## src/rtl/shift_norm.sv

```systemverilog
// rtl/shift_norm.sv - multi-cycle leading-zero / redundant-sign normalizer
//
// Purpose:
//   Shifts a captured operand left one bit per cycle until it is normalized,
//   reporting the applied shift amount. Mode 0 counts leading zeros
//   (unsigned). Mode 1 counts redundant sign bits (signed).
//
// Configuration macro:
//   SHIFT_NORM_SIGNED_EN - when defined, the mode input selects unsigned or
//   signed normalization. When undefined, mode is ignored, only leading-zero
//   normalization exists and the sign-compare logic is not built.
//
// Ports:
//   clk       in   clock, rising edge
//   rst       in   asynchronous active-high reset
//   start     in   request, sampled only while idle
//   mode      in   0 = leading zeros, 1 = redundant sign bits
//   data_in   in   operand, captured on the accepting edge
//   busy      out  high while shifting and during the done cycle
//   done      out  one-cycle pulse, results valid in that cycle
//   count     out  shift amount applied (0..32)
//   data_out  out  normalized operand
//   zero      out  operand was all-zero

`ifndef REG_WIDTH
`define REG_WIDTH 32
`endif

module shift_norm #(
  parameter int SA_WIDTH = 5
) (
  input  logic                  clk,
  input  logic                  rst,
  input  logic                  start,
  input  logic                  mode,
  input  logic [`REG_WIDTH-1:0] data_in,
  output logic                  busy,
  output logic                  done,
  output logic [SA_WIDTH:0]     count,
  output logic [`REG_WIDTH-1:0] data_out,
  output logic                  zero
);

  localparam int MSB = `REG_WIDTH - 1;

  // Largest shift the loop will apply to a nonzero operand.
  localparam logic [SA_WIDTH:0] COUNT_MAX  = {1'b0, {SA_WIDTH{1'b1}}};
  localparam logic [SA_WIDTH:0] COUNT_ONE  = (SA_WIDTH+1)'(1);
  // Count reported for an all-zero operand in leading-zero mode.
  localparam logic [SA_WIDTH:0] COUNT_ZERO = (SA_WIDTH+1)'(`REG_WIDTH);

  typedef enum logic [1:0] {
    IDLE,
    SHIFT,
    DONE
  } state_t;

  state_t state;

  logic              msb_stop;
  logic              stop;
  logic [SA_WIDTH:0] zero_count;

`ifdef SHIFT_NORM_SIGNED_EN
  // A zero operand in signed mode has all but one bit redundant.
  localparam logic [SA_WIDTH:0] COUNT_ZERO_S = (SA_WIDTH+1)'(`REG_WIDTH - 1);

  logic mode_q;

  // Signed operand is normalized once the top two bits differ.
  assign msb_stop   = mode_q ? (data_out[MSB] != data_out[MSB-1]) : data_out[MSB];
  assign zero_count = mode ? COUNT_ZERO_S : COUNT_ZERO;
`else
  logic mode_unused;

  assign mode_unused = mode;
  assign msb_stop    = data_out[MSB];
  assign zero_count  = COUNT_ZERO;
`endif

  assign stop = msb_stop || (count == COUNT_MAX);

  always_ff @(posedge clk or posedge rst) begin
    if (rst) begin
      state    <= IDLE;
      busy     <= 1'b0;
      done     <= 1'b0;
      count    <= '0;
      data_out <= '0;
      zero     <= 1'b0;
`ifdef SHIFT_NORM_SIGNED_EN
      mode_q   <= 1'b0;
`endif
    end else begin
      case (state)
        IDLE: begin
          if (start) begin
            data_out <= data_in;
            busy     <= 1'b1;
`ifdef SHIFT_NORM_SIGNED_EN
            mode_q   <= mode;
`endif
            // An all-zero operand never meets the stop condition on its
            // own, so it bypasses the shift loop entirely.
            if (data_in == '0) begin
              zero  <= 1'b1;
              count <= zero_count;
              done  <= 1'b1;
              state <= DONE;
            end else begin
              zero  <= 1'b0;
              count <= '0;
              state <= SHIFT;
            end
          end
        end

        SHIFT: begin
          if (stop) begin
            done  <= 1'b1;
            state <= DONE;
          end else begin
            data_out <= {data_out[MSB-1:0], 1'b0};
            count    <= count + COUNT_ONE;
          end
        end

        DONE: begin
          // start is not sampled here, so a request in this cycle is dropped.
          done  <= 1'b0;
          busy  <= 1'b0;
          state <= IDLE;
        end

        default: begin
          done  <= 1'b0;
          busy  <= 1'b0;
          state <= IDLE;
        end
      endcase
    end
  end

endmodule

```

## config.mk

```make
export PLATFORM = sky130hd
export DESIGN_NAME = shift_norm
export DESIGN_NICKNAME = d
export VERILOG_FILES = /design/src/rtl/shift_norm.sv
export SDC_FILE = /design/constraint.sdc
export NUM_CORES = 1
export LEC_CHECK = 0
export ABC_AREA = 0
export BUFFER_PORTS_ARGS = -buffer_cell sky130_fd_sc_hd__buf_2
export CORE_MARGIN = 5
export CORE_UTILIZATION = 40
export CTS_BUF_LIST = sky130_fd_sc_hd__clkbuf_2
export CTS_CLUSTER_DIAMETER = 40
export DETAILED_ROUTE_END_ITERATION = 8
export PLACE_DENSITY = 0.67
export SKIP_LAST_GASP = 1
export SYNTH_ARGS = -nofsm -noshare
export SYNTH_HDL_FRONTEND = slang
export SYNTH_SLANG_ARGS = --single-unit
```

## constraint.sdc

```tcl
create_clock -name clk -period 3.22 [get_ports clk]
set_clock_uncertainty 0.1 [all_clocks]
set_input_delay 0.322 -clock clk [delete_from_list [all_inputs] [get_ports clk]]
set_output_delay 0.322 -clock clk [all_outputs]
set_load 0.005 [all_outputs]
```

# Word-level counts from Yosys, hierarchy flattened
# Cells that the tools add are included.
# word_totals
register_bits,43
in_bits,36
output_inout_bits,41
wordCells,41
# classes
n_addsub,1
eq_ne,6
n_mux,18
n_bitwise,1
reduce_logical,9
# ops
op,n
$mux W32,2
$pmux W32 S2,1
$logic_not A32 Y1,1
$mux W6,3
$pmux W6 S2,1
$ne A2 B2 Y1 const B,4
$add A6 B1 Y6 const B,1
$eq A6 B5 Y1 const B,1
$mux W2,3
$reduce_and A2 Y1,3
$reduce_and A3 Y1,2
$mux W1,5
$pmux W1 S2,2
$pmux W2 S2,1
$eq A2 B1 Y1 const B,1
$logic_not A2 Y1,1
$reduce_bool A2 Y1,1
$logic_or A1 B1 Y1,1
$not A1 Y1,1

# Depth between registers and ports, before layout
# logic_depth
ltp_word,4
mapped_depth,6
ltp_nobuf,5

# Least setup slack after synthesis
# Ideal clock, no wire load.
# synth_path
path_kind,reg2reg
start,register count[0]
end,register count[1]
setup_time_ps,121
arrival_ps,1476
required_ps,2999
setup_slack_ps,1523
stages_incl_launch_ff,7
n_path_buf,1
period_less_slack_ps,1697
path_cell_list,dfrtp_1 ha_1 nand4_1 o21ai_2 and2_4 buf_6 o21ai_1
# synth_via
elab_chain_cells,4
word_cells_on_any_way,7
classes_between,1 x add/sub; 2 x eq/ne; 2 x mux; 2 x reduce/logical
# synth_rtl
element,line_no,rtl
"start, declared",39,"output logic [SA_WIDTH:0] count,"
"start signal, assigned",107,count <= zero_count;
"start signal, assigned",124,count <= count + COUNT_ONE;
branches (longest 4 deep; another with $add A6 B1 Y6),n/a,
# Parallel ways; which one is timed is not known. The select of a mux whose other input is x is not followed.
# A chain may end at the register's enable or synchronous reset.

# Worst setup path in the final report
# layout_path
start,register state[1]
end,register count[5]
# layout_via
elab_chain_cells,3
word_cells_on_any_way,7
classes_between,3 x eq/ne; 1 x mux; 3 x reduce/logical
# layout_rtl
element,line_no,rtl
"start, declared",58,state_t state;
"start signal, assigned",85,state <= IDLE;
"start signal, assigned",109,state <= DONE;
"start signal, assigned",113,state <= SHIFT;
$eq A2 B1 Y1 or $logic_not A2 Y1 (tied branches),95,case (state)
$ne A2 B2 Y1 (no line) or $reduce_bool A2 Y1 (tied branches),n/a,
$reduce_and A3 Y1 (no line),n/a,
# Several ways; a longest one is shown, not always the timed one.

==> summary.md <==
| Metric | Value |
|---|---|
| CP startpoint | state[1]$_DFFE_PP0P_ |
| HP Class | in2reg |
| Die Area | 0.00693 sq mm |
| Clock latency on the worst-skew pair | approximately 0.40 ns |
| Count of cell types in the netlist | 34 |
| Buffers on Ports | 75 |
| DR iter-0 viols | 83 |
| Crit path buf inv count | 1 |
| Critical path fanouts, max | 15 |
| Unrepaired setup endpoints after global routing | no |
| Crit path largest cell delay | ~0.60 ns |
| Worst r2r src | state[1]$_DFFE_PP0P_ |
| Critical path required time | between 3 and 4 ns |
| Status | finished, final reports clean |
| Post-CTS sizing | 0 |
| Synthesized area | 0.00214 sq mm |
| CTS tree | yes |
| Routed wire length | 5620 microns |
| WL met2 | roughly 2800 microns |
| CTS sink cnt | 43 |
| Max_cap viols | 0 |
| Power per cell area | 924 mW/mm^2 |
| Hold EP | data_out[25]$_DFFE_PP0P_ |
| Hold wc startpoint | data_in[25] |
| Final worst slack | between 1 and 1.5 ns |
| Slew Viols, Final | 0 |
| Routed vias/inst | ~5.3 |
| I/O pin count | 77 |
| Sw Share | 43.1% |
| Reg clk slew, reported paths | roughly 0.2 ns |
| Startpoint types | flip-flop |
| Register area share after synthesis | between 50% and 60% |
| WP data arrival | approximately 2.3 ns |
| CTS Buffer Depth | 2 |
| Wirelength per Cell | between 15 and 20 microns |
| Non-filler cells, final | between 300 and 400 |
| Asr flop ratio synth | between 90% and 100% |
| Setup TNS | 0 ns |
| Crit Path Class | reg2reg |
| Largest net degree at the start of global routing | 44 |
| Clock period minus worst slack | 2.04 ns |
| Area of all sequential standard cells | approximately 0.0011 sq mm |
| # DRC | 0 |
| Final hold vios | 0 |
| Top Metal Used | met4 |
| HPWL Detailed | about 4000 microns |
| Util after Layout | roughly 51% |
| Gp weighted congestion | roughly 0.85 |
| Root Buffer | clkbuf_2 |
| First-pass GRT wire length | approximately 9300 microns |
| Synthesis Warnings | 0 |
| Worst vdd ir | approximately 0.34 mV |
| NumNets Final | 320 |
| Crit share post-route | ~63% |
| Worst reg2reg endpoint | count[5]$_DFFE_PP0P_ |
| Crit path max-delay family | simple AND/OR/NAND/NOR gates |
| DR WL met3 | between 200 and 300 microns |
| Ys flop type | dfrtp_1 |
| Synth Register Bits | 43 |
| Final Setup Violations | 0 |
| Most frequent cells in the layout | 75 x buf_2, 43 x dfrtp_1, 36 x nand3_1, 31 x mux2i_1, 30 x o21ai_1 |
| Row count | 26 |
| Cells after synthesis | between 200 and 250 |
| Hold depth | 3 |
| Antenna-violating nets left | 0 |
| Syn_area_per_cell | ~10 sq um |
| Total Routing Usage GR | approximately 16% |
| P_sw | approximately 1.0 mW |
| Crit-path cells | or3b_1, buf_4, or3_4, o211ai_2 |
| Via count | roughly 1900 |
| Comb pwr share | about half |
| Die Y | 83.2 microns |
| Overall power | roughly 2.4 mW |
| Die width | 83.2 microns |
| Post-synth EDFFs | 0 |
| Grt ovf | 0 |
| P_leak | roughly 1.4 nW |
| Router iterations before antenna repair | 9 |
| Highest Clock Rate | 0.491 GHz |
| Met1 WL | 2470 microns |
| Core ar. | roughly 0.0052 sq mm |
| Slowest CP cell | or3b_1 |
| Clock network fraction of total power | approximately 9% |
| Ant diodes | 0 |
| Cell internal pwr | 1.38 mW |
| Flop2flop setup slack | ~1.2 ns |
| TritonCTS Buffers | 5 |
| Register share of total power | between 40 and 50% |
| Commonest non-fill, non-tap cell in the layout | buf_2 |
| Area grow syn2layout | 22.2% |
| Cells on worst reg2reg path | 4 |
| Fillers | 510 |
| Starting Density | 41.5% |
| Share of layout cells above drive strength 1 | between 30% and 40% |
| CP endpoint kind | flip-flop |
| Vias in the first global route | 1919 |
| Dpl cells | around 340 |
| Area of the multi-input gates | around 960 sq um |
| Slew HR | ~45% |
| H-Tree Level Count | 2 |
| Dpl ws | ~1.2 ns |
| Least-Margin Pin Slew | between 0.8 and 0.9 ns |
| Net Count, Synth | between 200 and 250 |
| Initial antenna violation count | 0 |
==> what timing repair did <==
item / 4_1_cts / 5_1_grt
endpoints found under the setup margin: 0 / 0
buffers inserted: 0 / 0
endpoints found under the hold margin: 44 / 0
hold buffers: 2 / 0
==> worst min-delay path, delay by kind of cell <==
family / cells / cell delay (ns)
multiplexers: 1 / 0.06
AO/OA/AOI/OAI: 1 / 0.10
buffers and inverters: 1 / 0.09
==> kinds of logic after synthesis <==
group / count (synthesis) / synth area share, %
compound gates: 45 / 12.1
fa+ha+maj: 1 / 0.583
buf+inv: 19 / 4.96
flops: 43 / 50.2
mux: 31 / 14.5
simple gates: 69 / 17.7
==> registers in the layout, indices dropped and copies added, names as in the netlist <==
register,count
data_out,32
count,6
state,2
busy,1
done,1
zero,1
==> per-stage QoR <==
stage               instance area, sq um  hold slack, ns
floorplan                           2140           0.349
global placement                    2560           0.364
detailed placement                  2560           0.363
CTS                                 2620          0.0620
global route                        2620          0.0689
finish                              2620          0.0960
==> power by group through the flow <==
stage,Combinational (mW),Clock [mW],Sequential (mW)
6_report,1.22,0.218,0.982
5_1_grt,1.36,0.250,1.02
4_1_cts,1.24,0.233,0.982
3_3_place_gp,1.21,0,0.991
3_5_place_dp,1.23,0,0.993
2_1_floorplan,0.837,0,0.981
==> synthesized netlist by cell type, types with 2 or more instances <==
cell type | number | area (sq um)
dfrtp_1 | 43 | 1080
nand2_1 | 7 | 26.3
o21ai_1 | 30 | 150
clkbuf_1 | 3 | 11.3
nor2b_1 | 2 | 12.5
o21ai_0 | 6 | 30.0
nand2b_1 | 2 | 12.5
nor2_1 | 2 | 7.51
buf_2 | 7 | 35.0
buf_6 | 3 | 33.8
and3_1 | 2 | 12.5
nor4_1 | 9 | 56.3
inv_1 | 4 | 15.0
nand3_1 | 36 | 180
mux2i_1 | 31 | 310
nand4_1 | 3 | 18.8
==> routing by layer <==
| layer | GRT usage, % | up-vias |
|---|---|---|
| li1 | - | 916 |
| met1 | 20.3 | 897 |
| met2 | 27.6 | 56 |
| met3 | 3.56 | 8 |
| met4 | 6.09 | 0 |
| met5 | 0 | - |
==> cell type report <==
cell class	count	area share (%)
flip-flops and latches	43	41.1
multi-input cells	146	36.8
repair buffers	83	16.8
well taps	70	3.34
clock buffers	6	1.15
inverters	4	0.573
clock inverters	2	0.286
==> worst max path at each step <==
stage	end	slack, ns	cells after the start
floorplan	count[1]$_DFFE_PP0P_	1.52	6
global placement	count[5]$_DFFE_PP0P_	1.21	4
detailed placement	count[5]$_DFFE_PP0P_	1.21	4
CTS	count[5]$_DFFE_PP0P_	1.18	4
global route	done$_DFFE_PP0P_	1.08	4
finish	count[5]$_DFFE_PP0P_	1.18	4
No activity file was read; power rests on OpenSTA's default activity.
